**src/rtl/cdb_result_buffer.sv**
```systemverilog
// cdb_result_buffer: per-functional-unit result FIFO feeding the common data bus arbiter.
// Holds {tag,value} results, requests the CDB while non-empty, keeps the head stable until
// it wins fixed-priority arbitration (grant inferred from higher_prio_request), and flags
// starvation after STARVE_LIMIT consecutive denied cycles.
// Optional build macro: CDB_BYPASS_EN -- an empty buffer forwards fu_result to the CDB in the
// same cycle; a granted bypassed result is never written into the FIFO.
module cdb_result_buffer #(
   parameter int DEPTH        = 4,
   parameter int WIDTH        = 40,
   parameter int STARVE_LIMIT = 16
) (
   input  logic                     clk,
   input  logic                     rst_n,
   input  logic                     flush,
   input  logic                     fu_valid,
   input  logic [WIDTH-1:0]         fu_result,
   output logic                     fu_ready,
   input  logic                     higher_prio_request,
   output logic                     cdb_request,
   output logic [WIDTH-1:0]         cdb_out,
   output logic [$clog2(DEPTH):0]   count,
   output logic                     starved
);

   localparam int PW = $clog2(DEPTH);
   localparam int CW = PW + 1;
   localparam int SW = $clog2(STARVE_LIMIT + 1);

   localparam logic [CW-1:0] DEPTH_C  = CW'(DEPTH);
   localparam logic [SW-1:0] STARVE_C = SW'(STARVE_LIMIT);

   logic [WIDTH-1:0] mem [DEPTH];
   logic [PW-1:0]    rd_ptr;
   logic [PW-1:0]    wr_ptr;
   logic [SW-1:0]    stall_cnt;

   logic not_empty;
   logic bypass;
   logic grant;
   logic push;
   logic pop;

   // Request/grant decode, head presentation and push/pop qualification
   always_comb begin
      not_empty = (count != '0);
      fu_ready  = (count < DEPTH_C);
`ifdef CDB_BYPASS_EN
      // Empty buffer forwards the incoming result directly; squashed results never reach the bus
      bypass    = rst_n & ~not_empty & fu_valid & ~flush;
`else
      bypass    = 1'b0;
`endif
      cdb_request = not_empty | bypass;
      if (not_empty)
         cdb_out = mem[rd_ptr];
      else if (bypass)
         cdb_out = fu_result;
      else
         cdb_out = '0;
      grant   = cdb_request & ~higher_prio_request;
      pop     = grant & not_empty & ~flush;
      // A bypassed result that wins the bus is consumed without being stored
      push    = fu_valid & fu_ready & ~flush & ~(grant & bypass);
      starved = (stall_cnt == STARVE_C);
   end

   // Result storage; contents are only observable through count-qualified reads, so no reset
   always_ff @(posedge clk) begin
      if (push)
         mem[wr_ptr] <= fu_result;
   end

   // Pointers and occupancy; flush squashes everything including a concurrent push or pop
   always_ff @(posedge clk or negedge rst_n) begin
      if (!rst_n) begin
         rd_ptr <= '0;
         wr_ptr <= '0;
         count  <= '0;
      end else if (flush) begin
         rd_ptr <= '0;
         wr_ptr <= '0;
         count  <= '0;
      end else begin
         if (push)
            wr_ptr <= wr_ptr + 1'b1;
         if (pop)
            rd_ptr <= rd_ptr + 1'b1;
         case ({push, pop})
            2'b10:   count <= count + 1'b1;
            2'b01:   count <= count - 1'b1;
            default: count <= count;
         endcase
      end
   end

   // Consecutive denied-request counter, saturating at the starvation limit
   always_ff @(posedge clk or negedge rst_n) begin
      if (!rst_n) begin
         stall_cnt <= '0;
      end else if (flush || grant || !cdb_request) begin
         stall_cnt <= '0;
      end else if (stall_cnt != STARVE_C) begin
         stall_cnt <= stall_cnt + 1'b1;
      end
   end

endmodule

```
**config.mk**
```make
export PLATFORM = sky130hd
export DESIGN_NAME = cdb_result_buffer
export DESIGN_NICKNAME = d
export VERILOG_FILES = /design/src/rtl/cdb_result_buffer.sv
export SDC_FILE = /design/constraint.sdc
export NUM_CORES = 1
export LEC_CHECK = 0
export ABC_AREA = 1
export CAP_MARGIN = 20
export CORE_MARGIN = 1.5
export CORE_UTILIZATION = 59
export CTS_CLUSTER_DIAMETER = 80
export DETAILED_ROUTE_END_ITERATION = 10
export GPL_TIMING_DRIVEN = 0
export HOLD_SLACK_MARGIN = 0.03
export PLACE_DENSITY_LB_ADDON = 0.08
export SLEW_MARGIN = 10
export SYNTH_ARGS = -nofsm -noshare
export SYNTH_HDL_FRONTEND = slang
export SYNTH_SLANG_ARGS = --single-unit
```
**constraint.sdc**
```tcl
create_clock -name clk -period 7.4 [get_ports clk]
set_input_delay 1.11 -clock clk [delete_from_list [all_inputs] [get_ports clk]]
set_output_delay 1.11 -clock clk [all_outputs]
set_load 0.02 [all_outputs]
```
Yosys cells after proc, flatten, opt, wreduce, memory -nomap -nowiden:

Memory sizes are Yosys's and may differ from the RTL's.
Index checks and enable logic that the tools add are counted.

* reduce and logical (&&, ||, !) cells: 8
* bitwise gates (word level): 7
* muxes and demuxes: 11
* magnitude comparators: 1
* equality and inequality tests: 4
* divide/modulo/power cells: 0
* $add $sub $neg: 5
* $mul: 0
* shift-type cells: 0

Operators by type and width (count)
* $mux W40: 1
* $mux W5: 2
* $mux W2: 4
* $pmux W3 S2: 1
* $reduce_bool A2 Y1: 3
* $reduce_bool A3 Y1: 2
* $add A5 B1 Y5 const B: 1
* $and A1 B1 Y1: 5
* $eq A5 B5 Y1 const B: 1
* $ne A5 B5 Y1 const B: 1
* $add A2 B1 Y2 const B: 2
* $add A3 B1 Y3 const B: 1
* $lt A3 B3 Y1 const B: 1
* $mux W3: 1
* $sub A3 B1 Y3 const B: 1
* $eq A2 B1 Y1 const B: 1
* $eq A2 B2 Y1 const B: 1
* $logic_or A1 B1 Y1: 2
* $mux W1: 2
* $not A1 Y1: 2
* $logic_not A1 Y1: 1

* logic and storage cells: 41
* flip-flop bits (word level): 12
* ROM bits: 0
* input port bits: 45
* RAM bits: 160
* output and inout bits: 46
* bits in latches: 0
* memories kept: 1

Memories
* mem: words 4, bits a word 40, rd ports 1, clocked after memory_dff 0, write ports 1, line 32 `logic [WIDTH-1:0] mem [DEPTH];`

Logic depth before layout (Yosys ltp):

* depth in word-level cells: 7
* gate-level depth with buffers: 11
* depth with buffers taken out: 11

Worst setup path after synthesis:

OpenSTA, ideal clock, no wires.

* path type: input to register
* from: input flush
* to: memory mem[0][0] (enable)
* data required time: 6.963 ns
* setup time: 0.437 ns
* data arrival time: 3.055 ns
* slack: 3.907 ns
* cell stages on the path: 3
* path buffers: 0
* cells stage by stage: inv_1 > nand3_2 > nor2_1

* cells in the longest elaborated chain, start to end: 4

Ends and longest elaborated chain
* from (decl): line 14 `input logic flush,`
* $not A1 Y1: line 63 `push = fu_valid & fu_ready & ~flush & ~(grant & bypass);`
* $and A1 B1 Y1: line 63
* $mux W1: line 69 `if (push)`
* $mux W1 (not written as such): line 70 `mem[wr_ptr] <= fu_result;`
* to (decl): line 32

No other way between the ends.

Worst setup path after layout:

* from: register rd_ptr[0]
* to: output cdb_out[35]

* cells in the longest elaborated chain, start to end: 2

Ends and longest elaborated chain
* from (decl): line 33 `logic [PW-1:0] rd_ptr;`
* from (signal assigned): line 87 `rd_ptr <= rd_ptr + 1'b1;`
* $mem_v2 Z4 W40
* $mux W40: line 54 `if (not_empty)`
* to (decl): line 20 `output logic [WIDTH-1:0] cdb_out,`

No other way between the ends.

==> reports/results.tsv <==
stage	metric	value	unit
status	status	complete, no violations	
timing	total negative slack	0	ps
worst_setup_path	CP max FO	10	
clock_tree	TritonCTS clock tree	built	
power	Sw Ratio	32.40	%
yosys	largest cells by area after synthesis	edfxtp_1, nor2_1, o21ai_0	
worst_setup_path	critical path class	register to primary output	
detailed_routing	Vias per Instance	5.556	
floorplanning	Die Wd	111.5	µm
cells_and_area	final cell count without fillers	833	
yosys	Synth Area in Simple Gates	11.63	%
yosys	cell taking the most area after synthesis	edfxtp_1	
detailed_routing	Avg WL per Cell	18.04	µm
clock_tree	Post-CTS Setup Inserts	0	
detailed_routing	antenna-violating nets left	0	
yosys	Avg Inst Size Synth	12.32	µm²
yosys	main flop type after synthesis	edfxtp_1	
floorplanning	# IOs	91	
placement	placed insts	801	
timing	minimum clock period	3573	ps
yosys	main combinational cell family by area after synthesis	simple AND/OR/NAND/NOR gates	
cells_and_area	layout cell share with drive strength beyond 1	11.30	%
floorplanning	Core Rows	39	
worst_setup_path	Critical R2R Capture	mem[1][26]	
detailed_routing	DRT Pass-1 Iters	5	
grt	first-pass GRT wire length	23880	µm
cells_and_area	fin nets	729	
power	Internal	2.166	mW
timing	final hold slack	580.0	ps
clock_tree	CTS Sinks	172	
power	P per Cell Area	364.8	mW/mm²
cells_and_area	# diodes	0	
grt	vias in the first global route	4707	
power	Leak	3.127	nW
timing	endpoints failing setup	0	
min_path	Hold Crit Endpoint	count[1]	
detailed_routing	total number of vias	4628	
timing	final hold violation count	0	
yosys	Compound-Gate Fraction of Synth Area	9.579	%
floorplanning	area of the core	0.01147	mm²
detailed_routing	drt drc	0	
timing	Final Skew	3.642	ps
clock_tree	worst-skew pair later-pin latency	420	ps
timing	Worst-Margin Slew	781.5	ps
min_path	hold path startpoint	count[1]	
floorplanning	Die Ht	111.5	µm
clock_tree	root buf cell	clkbuf_16	
yosys	synthesis-stage register bit count	172	
yosys	EDFF count, synth	160	
yosys	post-synthesis share of cell area spent on xor and xnor gates	0.5041	%
clock_tree	post-cts hold buffer count	0	
worst_setup_path	CP Launch Type	register	
yosys	Yosys top cell area share	69.14	%
cells_and_area	most common cell after layout, fill and taps aside	nor2_1	
worst_setup_path	Reg2Reg Setup Slack	5320	ps
clock_tree	clk buf depth	2	
grt	initial antenna violation count	0	
worst_setup_path	WP data required	6290	ps
power	Clock Power Share	29.4	%
clock_tree	Post-CTS Resized	0	
power	peak supply drop	0.0002446	V
min_path	hold path depth	2	
grt	Global Route Usage Sum	25.63	%
floorplanning	die area	0.01244	mm²
yosys	register area share after synthesis	73.46	%
grt	GRT overflow	0	
timing	Max Freq	279.9	MHz
yosys	Mapped Cells	564	
yosys	syn nets	616	
power	Logic pwr share	34.4	%
power	switching component of the power	1.038	mW
worst_setup_path	CP endpoint kind	primary output	
worst_setup_path	R2R depth	4	
worst_setup_path	WP data arrival	2460	ps
clock_tree	CTS HTree Levels	4	
cells_and_area	fill count	708	
timing	Slew headroom	47.78	%
placement	gpl congestion	0.7625	
yosys	Synth Area in Adders	1.368	%
min_path	Hold Path Class	register to register	
clock_tree	total CTS buffers	17	
job	max cap viols	0	
yosys	ys async rst share	6.977	%
placement	PortBufs	90	
clock_tree	clock-pin slew of the registers on the worst-case setup and hold paths	60	ps
yosys	Yosys warnings	0	
cells_and_area	leading cell types in the layout, fill and taps excluded	nor2_1, edfxtp_1, clkdlybuf4s50_1, o21ai_0, a21oi_1	
power	sequential power share	36.2	%
power	Power Total	3.204	mW
yosys	mux contribution to synthesized area	0	%
floorplanning	Initial Util	60.60	%
detailed_routing	Routed WL	15030	µm
yosys	cell area after synthesis	0.006949	mm²
worst_setup_path	r2r startpoint	count[2]	
placement	Final HPWL DP	9021	µm
timing	Final Cycle Share	48.28	%
grt	largest net degree at the start of global routing	24	
timing	Max Slew Vio Count	0	
detailed_routing	starting DRC count in detailed routing	440	
timing	RSZ-0062 raised after global routing	false	
cells_and_area	synth-to-layout area growth	26.40	%
yosys	synth unique cells	28	
## metal layers
layer  part of all wire, %  global-route usage, %  up-vias
met5                     0                      0        -
met4                   1.4                  10.80        0
met3                   6.3                  6.097       21
met2                    52                  42.82      178
met1                    41                  32.55     2234
li1                      -                      -     2195
## logic make-up (layout without fill, tap and decap cells)
kind of cell             Yosys count  after routing
XOR/XNOR                           4              4
adder cells (fa/ha/maj)            7              7
AO/OA/AOI/OAI                    130            130
AND/OR/NAND/NOR                  201            201
flip-flops                       172            172
buffers and inverters             50            176
## critical path, stage by stage (launching register included)
cell	delay (ps)
dfrtp_1	380
buf_4	170
inv_2	160
clkbuf_2	290
o21ai_0	170
a21oi_1	230
clkdlybuf4s50_1	640
## cell usage after synthesis (3+ instances only)
cell      number
o21ai_0       75
o21ai_1        9
inv_1         17
nor2_1       169
edfxtp_1     160
nand2_1       19
nand3_1        3
clkbuf_1       4
a21oi_1       42
dfrtp_1       12
buf_2         17
buf_4          3
ha_1           6
clkbuf_2       4
inv_2          3
## worst max-delay path by stage
| stage | slack [ps] | startpoint | cells past startpoint | to |
|---|---|---|---|---|
| floorplan | 3910 | flush | 3 | mem[0][0] |
| global placement | 1990 | flush | 4 | mem[1][20] |
| detailed placement | 4100 | flush | 5 | mem[1][20] |
| CTS | 3820 | rd_ptr[0] | 6 | cdb_out[35] |
| global route | 3720 | rd_ptr[0] | 6 | cdb_out[35] |
| finish | 3830 | rd_ptr[0] | 6 | cdb_out[35] |
## cell type report
class / count / area (µm²) / share of cell area (%)
tap: 143 / 178.9 / 2.037
buffer: 30 / 165.2 / 1.880
timing repair buffer: 94 / 996.0 / 11.34
inverter: 20 / 75.07 / 0.8547
multi-input combinational: 342 / 1634 / 18.60
sequential: 172 / 5105 / 58.12
clock buffer: 19 / 432.9 / 4.929
clock inverter: 13 / 196.4 / 2.236
## sequential cells by signal (all words and copies together), names as in the netlist
signal	flops
count	3
rd_ptr	2
stall_cnt	5
mem	160
wr_ptr	2
## per-stage QoR
step	setup WS (ps)	utilization [%]	area, µm²
after global placement	1991	70.02	8029
after floorplan	3907	-	6949
after detailed placement	4099	71.11	8154
final	3827	76.60	8783
after CTS	3825	76.60	8783
after global routing	3718	76.60	8783
## power by group through the flow
| stage | logic (mW) | registers, mW | clock network (mW) |
|---|---|---|---|
| floorplan | 0.607 | 1.18 | 0 |
| global placement | 1.07 | 1.18 | 0 |
| detailed placement | 1.10 | 1.18 | 0 |
| CTS | 1.11 | 1.16 | 0.950 |
| global route | 1.19 | 1.16 | 0.988 |
| finish | 1.10 | 1.16 | 0.942 |
(Power assumes the default switching activity.)
